File: src/rtl/pipelined_add_sub_if.sv
// Operand/result handshake bundle for pipelined_add_sub.
// master: operand producer / result consumer side; slave: the arithmetic unit.
interface pipelined_add_sub_if #(
    parameter int unsigned WIDTH = 32
);
    logic             in_valid;
    logic             in_ready;
    logic [WIDTH-1:0] a;
    logic [WIDTH-1:0] b;
    logic             carryin;
    logic             sub;
    logic             out_valid;
    logic             out_ready;
    logic [WIDTH-1:0] sum;
    logic             carryout;
    logic             overflow;
    logic             zero;

    modport master (
        output in_valid, a, b, carryin, sub, out_ready,
        input  in_ready, out_valid, sum, carryout, overflow, zero
    );

    modport slave (
        input  in_valid, a, b, carryin, sub, out_ready,
        output in_ready, out_valid, sum, carryout, overflow, zero
    );
endinterface

File: src/rtl/pipelined_add_sub.sv
// Pipelined add/subtract unit: WIDTH-bit ripple add split into STAGES registered
// chunks of CW = WIDTH/STAGES bits, carry handed from stage to stage.
// Optional build macro ADDSUB_SATURATE_EN clamps sum to signed max/min on overflow.
module pipelined_add_sub #(
    parameter int unsigned WIDTH  = 32,
    parameter int unsigned STAGES = 4
) (
    input logic               clk,
    input logic               reset,
    pipelined_add_sub_if.slave bus
);
    localparam int unsigned CW   = WIDTH / STAGES;
    localparam int unsigned LAST = STAGES - 1;

    if (STAGES < 1 || STAGES > WIDTH || (WIDTH % STAGES) != 0) begin : g_bad_cfg
        $error("pipelined_add_sub: STAGES must divide WIDTH and lie in 1..WIDTH");
    end

    // Per-stage state: operands ride along so later stages can add their chunk;
    // res holds the already-computed low chunks (skew registers).
    logic [STAGES-1:0] valid_q, valid_d;
    logic [STAGES-1:0] carry_q, carry_d;
    logic [WIDTH-1:0]  a_q   [STAGES];
    logic [WIDTH-1:0]  a_d   [STAGES];
    logic [WIDTH-1:0]  b_q   [STAGES];
    logic [WIDTH-1:0]  b_d   [STAGES];
    logic [WIDTH-1:0]  res_q [STAGES];
    logic [WIDTH-1:0]  res_d [STAGES];
    logic              ovf_q, ovf_d;
    logic              zero_q, zero_d;
    logic              stall;

    // Next-state for every stage; whole pipeline holds while the output is stalled.
    always_comb begin
        stall        = valid_q[LAST] & ~bus.out_ready;
        bus.in_ready = ~stall;
        valid_d      = valid_q;
        carry_d      = carry_q;
        a_d          = a_q;
        b_d          = b_q;
        res_d        = res_q;
        ovf_d        = ovf_q;
        zero_d       = zero_q;
        for (int unsigned k = 0; k < STAGES; k++) begin
            logic             v_src;
            logic             c_src;
            logic [WIDTH-1:0] a_src;
            logic [WIDTH-1:0] b_src;
            logic [WIDTH-1:0] r_src;
            logic [CW:0]      chunk;
            logic             msb_cin;
            logic             ovf;
            if (k == 0) begin
                v_src = bus.in_valid;
                a_src = bus.a;
                b_src = bus.sub ? ~bus.b : bus.b;
                c_src = bus.sub | bus.carryin;  // subtract forces +1, carryin ignored
                r_src = '0;
            end else begin
                v_src = valid_q[k-1];
                a_src = a_q[k-1];
                b_src = b_q[k-1];
                c_src = carry_q[k-1];
                r_src = res_q[k-1];
            end
            chunk = {1'b0, a_src[k*CW +: CW]} + {1'b0, b_src[k*CW +: CW]}
                  + {{CW{1'b0}}, c_src};
            r_src[k*CW +: CW] = chunk[CW-1:0];
            // Carry into the MSB recovered from the MSB sum bit: s = a ^ b ^ cin.
            msb_cin = r_src[WIDTH-1] ^ a_src[WIDTH-1] ^ b_src[WIDTH-1];
            ovf     = chunk[CW] ^ msb_cin;
`ifdef ADDSUB_SATURATE_EN
            // Overflow implies both operands share a sign; clamp toward it.
            if (k == LAST && ovf) begin
                r_src = a_src[WIDTH-1] ? {1'b1, {(WIDTH-1){1'b0}}}
                                       : {1'b0, {(WIDTH-1){1'b1}}};
            end
`endif
            if (!stall) begin
                valid_d[k] = v_src;
                carry_d[k] = chunk[CW];
                a_d[k]     = a_src;
                b_d[k]     = b_src;
                res_d[k]   = r_src;
                if (k == LAST) begin
                    ovf_d  = ovf;
                    zero_d = (r_src == '0);
                end
            end
        end
    end

    // Stage registers; async reset discards any in-flight beats.
    always_ff @(posedge clk or posedge reset) begin
        if (reset) begin
            valid_q <= '0;
            carry_q <= '0;
            ovf_q   <= 1'b0;
            zero_q  <= 1'b0;
            for (int unsigned k = 0; k < STAGES; k++) begin
                a_q[k]   <= '0;
                b_q[k]   <= '0;
                res_q[k] <= '0;
            end
        end else begin
            valid_q <= valid_d;
            carry_q <= carry_d;
            ovf_q   <= ovf_d;
            zero_q  <= zero_d;
            a_q     <= a_d;
            b_q     <= b_d;
            res_q   <= res_d;
        end
    end

    assign bus.out_valid = valid_q[LAST];
    assign bus.sum       = res_q[LAST];
    assign bus.carryout  = carry_q[LAST];
    assign bus.overflow  = ovf_q;
    assign bus.zero      = zero_q;
endmodule
File: src/flat_wrapper.sv
// flat-port wrapper written by rule: the top's interface ports become plain ports
module pipelined_add_sub_flat 
#(
    parameter int unsigned WIDTH  = 32,
    parameter int unsigned STAGES = 4
)
  (clk, reset, bus_in_valid, bus_a, bus_b, bus_carryin, bus_sub, bus_out_ready, bus_in_ready, bus_out_valid, bus_sum, bus_carryout, bus_overflow, bus_zero);
  pipelined_add_sub_if #(.WIDTH(WIDTH)) bus_i ();
  input logic clk;
  input logic reset;
  input wire logic [$bits(bus_i.in_valid)-1:0] bus_in_valid;
  input wire logic [$bits(bus_i.a)-1:0] bus_a;
  input wire logic [$bits(bus_i.b)-1:0] bus_b;
  input wire logic [$bits(bus_i.carryin)-1:0] bus_carryin;
  input wire logic [$bits(bus_i.sub)-1:0] bus_sub;
  input wire logic [$bits(bus_i.out_ready)-1:0] bus_out_ready;
  output wire logic [$bits(bus_i.in_ready)-1:0] bus_in_ready;
  output wire logic [$bits(bus_i.out_valid)-1:0] bus_out_valid;
  output wire logic [$bits(bus_i.sum)-1:0] bus_sum;
  output wire logic [$bits(bus_i.carryout)-1:0] bus_carryout;
  output wire logic [$bits(bus_i.overflow)-1:0] bus_overflow;
  output wire logic [$bits(bus_i.zero)-1:0] bus_zero;
  assign bus_i.in_valid = bus_in_valid;
  assign bus_i.a = bus_a;
  assign bus_i.b = bus_b;
  assign bus_i.carryin = bus_carryin;
  assign bus_i.sub = bus_sub;
  assign bus_i.out_ready = bus_out_ready;
  assign bus_in_ready = bus_i.in_ready;
  assign bus_out_valid = bus_i.out_valid;
  assign bus_sum = bus_i.sum;
  assign bus_carryout = bus_i.carryout;
  assign bus_overflow = bus_i.overflow;
  assign bus_zero = bus_i.zero;
  pipelined_add_sub #(.WIDTH(WIDTH), .STAGES(STAGES)) u_core (.clk(clk), .reset(reset), .bus(bus_i));
endmodule
File: config.mk
export PLATFORM = sky130hd
export DESIGN_NAME = pipelined_add_sub_flat
export DESIGN_NICKNAME = d
export VERILOG_FILES = /design/src/rtl/pipelined_add_sub_if.sv /design/src/rtl/pipelined_add_sub.sv /design/src/flat_wrapper.sv
export SDC_FILE = /design/constraint.sdc
export NUM_CORES = 1
export LEC_CHECK = 0
export BUFFER_PORTS_ARGS = -buffer_cell sky130_fd_sc_hd__buf_4
export CORE_UTILIZATION = 40
export CTS_CLUSTER_SIZE = 14
export DETAILED_ROUTE_END_ITERATION = 12
export GPL_TIMING_DRIVEN = 0
export PLACE_DENSITY = 0.64
export SYNTH_ARGS = -nofsm -noshare
export SYNTH_HDL_FRONTEND = slang
export SYNTH_SLANG_ARGS = --single-unit
File: constraint.sdc
create_clock -name clk -period 5.7 [get_ports clk]
set_clock_uncertainty 0.2 [all_clocks]
set_input_delay 0.855 -clock clk [delete_from_list [all_inputs] [get_ports clk]]
set_output_delay 0.855 -clock clk [all_outputs]
set_load 0.05 [all_outputs]
# Word level (Yosys, flattened, before mapping)
# Index checks and enable logic that the tools add are counted.
[totals]
reg_bits = 282
[op_classes]
muxes = 1
reduce_logical = 1
bitwise_logic = 8
n_addsub = 8
[ops]
columns = ["op", "n"]
rows = [
  ["$add 8x8->9", 4],
  ["$add 9x1->9", 4],
  ["$logic_not 32->1", 1],
  ["$mux 32", 1],
  ["$not 32->32", 1],
  ["$xor 1x1->1", 3],
  ["$not 1->1", 2],
  ["$and 1x1->1", 1],
  ["$or 1x1->1", 1],
]

# Longest topological paths before layout
# Gate-level depths: netlist of the first run.
[depth]
depth_word = 5
ltp_mapped = 11
ltp_nobuf = 10

# Worst setup path after synthesis of the first run
# Ideal clock, no wire load.
[synth_path]
kind = "input to register"
start = "input bus_sub"
end = "register u_core.carry_q[0]"
t_arrival_ns = 3.190
path_slack_ns = 2.171
path_buffers = 2
required_ns = 5.361
cell_stages = 11
setup_ns = 0.139
cell_sequence = "clkbuf_1 > buf_2 > or2_2 > fa_1 > fa_1 > a21o_1 > a21oi_1 > o21bai_1 > a21o_1 > a21oi_1 > o221ai_1"
[synth_via]
elab_chain_cells = 3
word_cells_on_any_way = 4
[synth_lines]
columns = ["element", "line", "text"]
rows = [
  ["start: declaration", "flat_wrapper.sv:15", "input wire logic [$bits(bus_i.sub)-1:0] bus_sub;"],
  ["$mux 32", "pipelined_add_sub.sv:56", "b_src = bus.sub ? ~bus.b : bus.b;"],
  ["$add 8x8->9", "pipelined_add_sub.sv:66", "chunk = {1'b0, a_src[k*CW +: CW]} + {1'b0, b_src[k*CW +: CW]}"],
  ["$add 9x1->9 (*)", "pipelined_add_sub.sv:67", "+ {{CW{1'b0}}, c_src};"],
  ["end signal: assignment", "pipelined_add_sub.sv:107", "carry_q <= carry_d;"],
  ["end: declaration", "pipelined_add_sub.sv:22", "logic [STAGES-1:0] carry_q, carry_d;"],
]
# Mark *: on every way between the ends. The rest lies on a longest branch, timed or not.
# A chain may end at the register's enable or synchronous reset.

# Worst setup path after layout of the first run
[layout_path]
start = "input bus_out_ready"
end = "output bus_in_ready"
[layout_via]
elab_chain_cells = 3
[layout_lines]
columns = ["element", "line", "text"]
rows = [
  ["start: declaration", "flat_wrapper.sv:16", "input wire logic [$bits(bus_i.out_ready)-1:0] bus_out_ready;"],
  ["$not 1->1", "pipelined_add_sub.sv:35", "stall = valid_q[LAST] & ~bus.out_ready;"],
  ["$and 1x1->1", "pipelined_add_sub.sv:35", ""],
  ["$not 1->1", "pipelined_add_sub.sv:36", "bus.in_ready = ~stall;"],
  ["end: declaration", "flat_wrapper.sv:17", "output wire logic [$bits(bus_i.in_ready)-1:0] bus_in_ready;"],
]
# No other way between the ends.

==> results.toml, run 1 <==
[sta]
setup_violations = 0
rsz0062_at_grt = "false"
holdWs_ps = 266.0
fmax_mhz = 274.9
period_share_pct = 63.81
timing.final.max_slew_violations = 0
hold_viol_final = 0
worst_slack_ps = 2063
finalCriticalPeriod_ps = 3637
slew_headroom_pct = 51.37
worst_slew_pin_slew_ps = 729.4
timing.setup.tns_ps = 0

[critical_path]
critPathRequiredTime_ps = 4640
cp-start-kind = "input pin"
max_stage_delay_ps = 350
cp_slowest_cell = "buf_1"
path_cells = "buf_4 -> nor2b_1 -> buf_2 -> clkinv_1 -> buf_2 -> buf_1 -> buf_4"
worstSetupPathType = "input pin to output pin"
worstPathMaxFanout = 10
end_kind = "output pin"
arrival_ps = 2580

[place]
io_buffers = 105
dp_cells = 1354
post-place-ws_ps = 1653
place_hpwl_um = 15440
globalplace.congestion = 0.8014

[synthesis]
synth_flop_cell = "dfrtp_1"
synthTopCellsByArea = "dfrtp_1 (53%), nand2_1 (19%), ha_1 (4.0%)"
synth_compound_area_share_pct = 7.352
synth_mux_area_share_pct = 0.1149
ys_ff_latch = 186
syn_avg_cell_area_um2 = 8.992
syn_inst = 969
synth_nets = 1075
synth_edf_count = 0
synth_top_area_cell = "dfrtp_1"
syn-cell-area_um2 = 8713
synth-xor-area-share_pct = 5.227
synth-async-reset-ratio_pct = 100.0
yosys_warnings = 0
yosysTopAreaCellShare_pct = 53.42
synthAdderAreaFrac_pct = 5.859
synthDistinctLibCells = 42
yosysSeqAreaShare_pct = 53.42
synth_top_family_by_area = "simple AND/OR/NAND/NOR gates"
synth-simple-area-share_pct = 22.39

[final_layout]
area_growth_pct = 20.87
final_common_cell = "nand2_1"
fin_cells = 1386
nFillCells = 2062
nets = 1204
mostFrequentLayoutCells = "nand2_1 (433), dfrtp_1 (186), buf_4 (137)"
final_layout_size_suffix_gt1_share_pct = 16.74
diodes = 0

[global_route]
grt_pass1_wl_um = 33460
antenna_found_initial = 0
grt_pass1_vias = 6411
gr-total-overflow = 0
track_usage_pct = 19.77
grt_max_degree = 42

[route]
via_count = 6548
antenna_left = 0
firstDrtPassIters = 5
drtIter0Drc = 320
wl_um = 20290
wire_per_inst_um = 14.64
vias_per_cell = 4.724
drc_errors = 0

[clock_network]
clk_path_buf_depth = 2
hold_buffers = 0
clk_pin_slew_worst_paths_ps = 70
cts_root_buffer = "clkbuf_16"
clk_latency_ps = 430
cts_buffers = 17
postCtsSetupBuffers = 0
tritoncts = "built"
cts_max_level = 4
cts_resized = 0
cts_sinks = 186

[flow_run]
cap_violations = 0

[status]
status = "finished clean"

[floorplan]
fp.dieH_um = 149.6
io_pins = 107
rows = 53
core_um2 = 21220
start_util_pct = 41.06
dieArea_um2 = 22380
die_x_um = 149.6

[power]
ir_worst_vdd_mv = 0.2445
p_leak_nw = 5.330
powerDensity_nw_per_um2 = 596.2

[min_path]
hp-class = "flop to flop"
[worst paths after layout]
| kind | startpoint | to | slack [ps] | cells past startpoint |
|---|---|---|---|---|
| worst max register to register | u_core.b_q[56]$_DFFE_PP0N_ | u_core.bus.overflow$_DFFE_PP0N_ | 2880 | 8 |
| worst min register to register | u_core.a_q[89]$_DFFE_PP0N_ | u_core.a_q[57]$_DFFE_PP0N_ | 270 | 2 |
| worst max-delay path | bus_out_ready | bus_in_ready | 2060 | 7 |
| min in group asynchronous | reset | u_core.res_q[99]$_DFFE_PP0N_ | 330 | 2 |
| max in group asynchronous | reset | u_core.b_q[87]$_DFFE_PP0N_ | 4120 | 4 |
| worst min-delay path | u_core.a_q[89]$_DFFE_PP0N_ | u_core.a_q[57]$_DFFE_PP0N_ | 270 | 2 |
[worst max-delay path, delay by kind of cell]
family	cells	cell delay [ps]
buf+inv	6	1590
simple gates	1	130
[synth_stat cells (4+ instances only)]
cell type	count
ha_1	28
xnor2_1	39
clkbuf_1	31
buf_2	6
buf_4	32
nand3_1	7
o21bai_1	4
dfrtp_1	186
nor4_1	6
xor2_1	13
o21ai_0	37
buf_1	9
inv_1	18
nor2_1	26
o31ai_1	4
a21oi_1	25
a21o_1	7
fa_1	8
nor3_1	6
nand2_1	433
nand3b_1	4
o21a_1	4
[where the power goes]
part	total (W)	switching [W]	leakage, nW	internal, W
logic	0.00280	0.00171	2.81	0.00110
clock network	0.00117	0.000520	0.275	0.000650
registers	0.00231	0.000394	2.24	0.00191
[cells by family (layout without fill, tap and decap cells)]
family | after synthesis | count (layout)
simple gates | 496 | 496
xor+xnor | 52 | 52
mux | 1 | 1
buf+inv | 97 | 239
fa+ha+maj | 36 | 36
flops | 186 | 186
compound gates | 101 | 101
[per-layer routing]
metal | vias to the layer above | share of wire [%] | GRT usage [%] | wire (µm)
met5 | - | 0 | 0 | 0
li1 | 3317 | - | - | -
met4 | 0 | 1.2 | 5.255 | 241
met3 | 19 | 4.9 | 4.238 | 986
met2 | 161 | 45 | 30.37 | 9166
met1 | 3051 | 49 | 28.19 | 9897
[area by class of cell]
class | count | area (µm²) | share of cell area (%)
clock buffer | 19 | 432.9 | 4.111
tap | 275 | 344.1 | 3.267
sequential | 186 | 4654 | 44.20
inverter | 19 | 75.07 | 0.7128
multi-input combinational | 686 | 3567 | 33.87
timing repair buffer | 110 | 895.9 | 8.507
buffer | 78 | 420.4 | 3.992
clock inverter | 13 | 141.4 | 1.343
[per-stage QoR]
step                      total power [W]  util (%)  instance area [µm²]
after floorplan                  0.004329         -                 8717
after global placement           0.005061     46.42                 9849
after detailed placement         0.005141     46.92                 9957
after CTS                        0.006325     49.63                10530
after global routing             0.006765     49.63                10530
final                            0.006279     49.63                10530
[state kept, by name (all words and copies together) (netlist names)]
name and flops:
u_core.a_q 48, u_core.res_q 48, u_core.bus.sum 32, u_core.carry_q 4
u_core.valid_q 4, u_core.bus.zero 1, u_core.b_q 48, u_core.bus.overflow 1
Power figures use the tool's default switching activity.
==> inputs of run 2 (changes only) <==
Settings changed: PLACE_DENSITY 0.64 to 0.62.
Clock period 5.7 ns to 3.76 ns, I/O delays scaled along.
==> results.toml, run 2 (synthesis results as in run 1) <==
[floorplan]
die_x_um = 149.6
rows = 53
dieArea_um2 = 22380
fp.dieH_um = 149.6
start_util_pct = 41.06
core_um2 = 21220
io_pins = 107

[clock_network]
clk_pin_slew_worst_paths_ps = 70
tritoncts = "built"
clk_latency_ps = 440
cts_sinks = 186
cts_resized = 0
cts_root_buffer = "clkbuf_16"
cts_buffers = 17
cts_max_level = 4
clk_path_buf_depth = 2

[power]
p_leak_nw = 5.338
ir_worst_vdd_mv = 0.4036
clockPowerShare_pct = 19.3
p_switching_w = 0.003990
finalPower_w = 0.009620
powerDensity_nw_per_um2 = 910.4
netSwitchingFraction_pct = 41.48
pwr-share-comb_pct = 44.5
internal-power_w = 0.005630
sequentialPowerShare_pct = 36.3

[sta]
setup_violations = 0
finalCriticalPeriod_ps = 3339
timing.setup.tns_ps = 0
worst_slew_pin_slew_ps = 716.0
period_share_pct = 88.79
timing.final.max_slew_violations = 0
slew_headroom_pct = 52.27
hold_viol_final = 0
rsz0062_at_grt = "false"
fmax_mhz = 299.5

[global_route]
track_usage_pct = 19.71
grt_max_degree = 44
grt_pass1_wl_um = 33380
grt_pass1_vias = 6366
antenna_found_initial = 0
gr-total-overflow = 0

[route]
wire_per_inst_um = 14.70
drc_errors = 0
via_count = 6571
vias_per_cell = 4.741
wl_um = 20370
firstDrtPassIters = 5
antenna_left = 0
drtIter0Drc = 365

[final_layout]
final_common_cell = "nand2_1"
nFillCells = 2065
multiInputGateArea_um2 = 3567
top_regs = "u_core.a_q (48), u_core.b_q (48), u_core.res_q (48)"
nets = 1205
regArea_um2 = 4654
final_layout_size_suffix_gt1_share_pct = 16.74
mostFrequentLayoutCells = "nand2_1 (433), dfrtp_1 (186), buf_4 (137)"
diodes = 0
area_growth_pct = 21.27

[place]
place_hpwl_um = 15200
io_buffers = 105
globalplace.congestion = 0.8033

[critical_path]
path_cells = "nor2b_1 -> buf_2 -> clkinv_1 -> buf_2 -> buf_1 -> buf_4"
rrSetupSlack_ps = 980
arrival_ps = 2570
cp-start-kind = "flop"
cpMostUsedCell = "buf_2"
worstPathMaxFanout = 10
max_stage_delay_ps = 580
cp_slowest_cell = "buf_1"
worstSetupPathType = "flop to output pin"
critPathRequiredTime_ps = 3000
end_kind = "output pin"

[flow_run]
cap_violations = 0

[status]
status = "finished clean"

[min_path]
hp-class = "input pin to flop"
## run 2: path summary, 6_finish.rpt
check	start	end	cells past startpoint
min in group asynchronous	reset	u_core.bus.sum[2]$_DFFE_PP0N_	3
max in group asynchronous	reset	u_core.b_q[88]$_DFFE_PP0N_	6
hold reg to reg	u_core.a_q[118]$_DFFE_PP0N_	u_core.a_q[118]$_DFFE_PP0N_	2
setup reg to reg	u_core.b_q[56]$_DFFE_PP0N_	u_core.bus.overflow$_DFFE_PP0N_	8
setup / recovery	u_core.valid_q[3]$_DFFE_PP0N_	bus_in_ready	6
hold / removal	bus_a[14]	u_core.a_q[110]$_DFFE_PP0N_	3
## run 2: power by group through the flow
stage	registers (W)	clock network (W)	logic (W)
after CTS	0.00349	0.00188	0.00431
after floorplan	0.00337	0	0.00320
final	0.00349	0.00185	0.00428
after detailed placement	0.00352	0	0.00427
after global placement	0.00350	0	0.00419
after global routing	0.00360	0.00197	0.00479
## run 2: per-stage QoR
| step | hold WS, ps | instances | instance area [µm²] | utilization, % | setup WS, ps |
|---|---|---|---|---|---|
| detailed placement | 255.3 | 1354 | 9950 | 46.89 | -21.50 |
| global placement | 249.9 | 1349 | 9849 | 46.42 | -567.5 |
| finish | 112.3 | 1386 | 10570 | 49.79 | 421.4 |
| CTS | 105.4 | 1386 | 10570 | 49.79 | 441.2 |
| floorplan | 230.0 | 969 | 8717 | - | 522.0 |
| global route | 113.3 | 1386 | 10570 | 49.79 | 286.1 |
## run 2: layout make-up
| type | instances | share of cell area [%] |
|---|---|---|
| Buffer | 78 | 3.979 |
| Clock buffer | 19 | 4.192 |
| Clock inverter | 12 | 1.551 |
| Inverter | 19 | 0.7105 |
| Multi-Input combinational cell | 686 | 33.76 |
| Sequential cell | 186 | 44.05 |
| Tap cell | 275 | 3.256 |
| Timing Repair Buffer | 111 | 8.502 |
## run 2: repair_timing
item | CTS | global route
buffers inserted | 0 | 0
hold buffers | 1 | 0
hold endpoints to repair | 19 | 0
## run 2: critical path, delay by kind of cell, from the launching register on
| family | cells | cell delay, ps |
|---|---|---|
| buffers and inverters | 5 | 1600 |
| flip-flops | 1 | 380 |
| AND/OR/NAND/NOR | 1 | 130 |
## run 2: per-layer routing
layer	routed length (µm)	up-vias	GRT usage, %
met5	0	-	0
li1	-	3318	-
met1	10150	3095	28.12
met4	300	0	6.276
met2	9104	137	30.37
met3	820	21	3.415
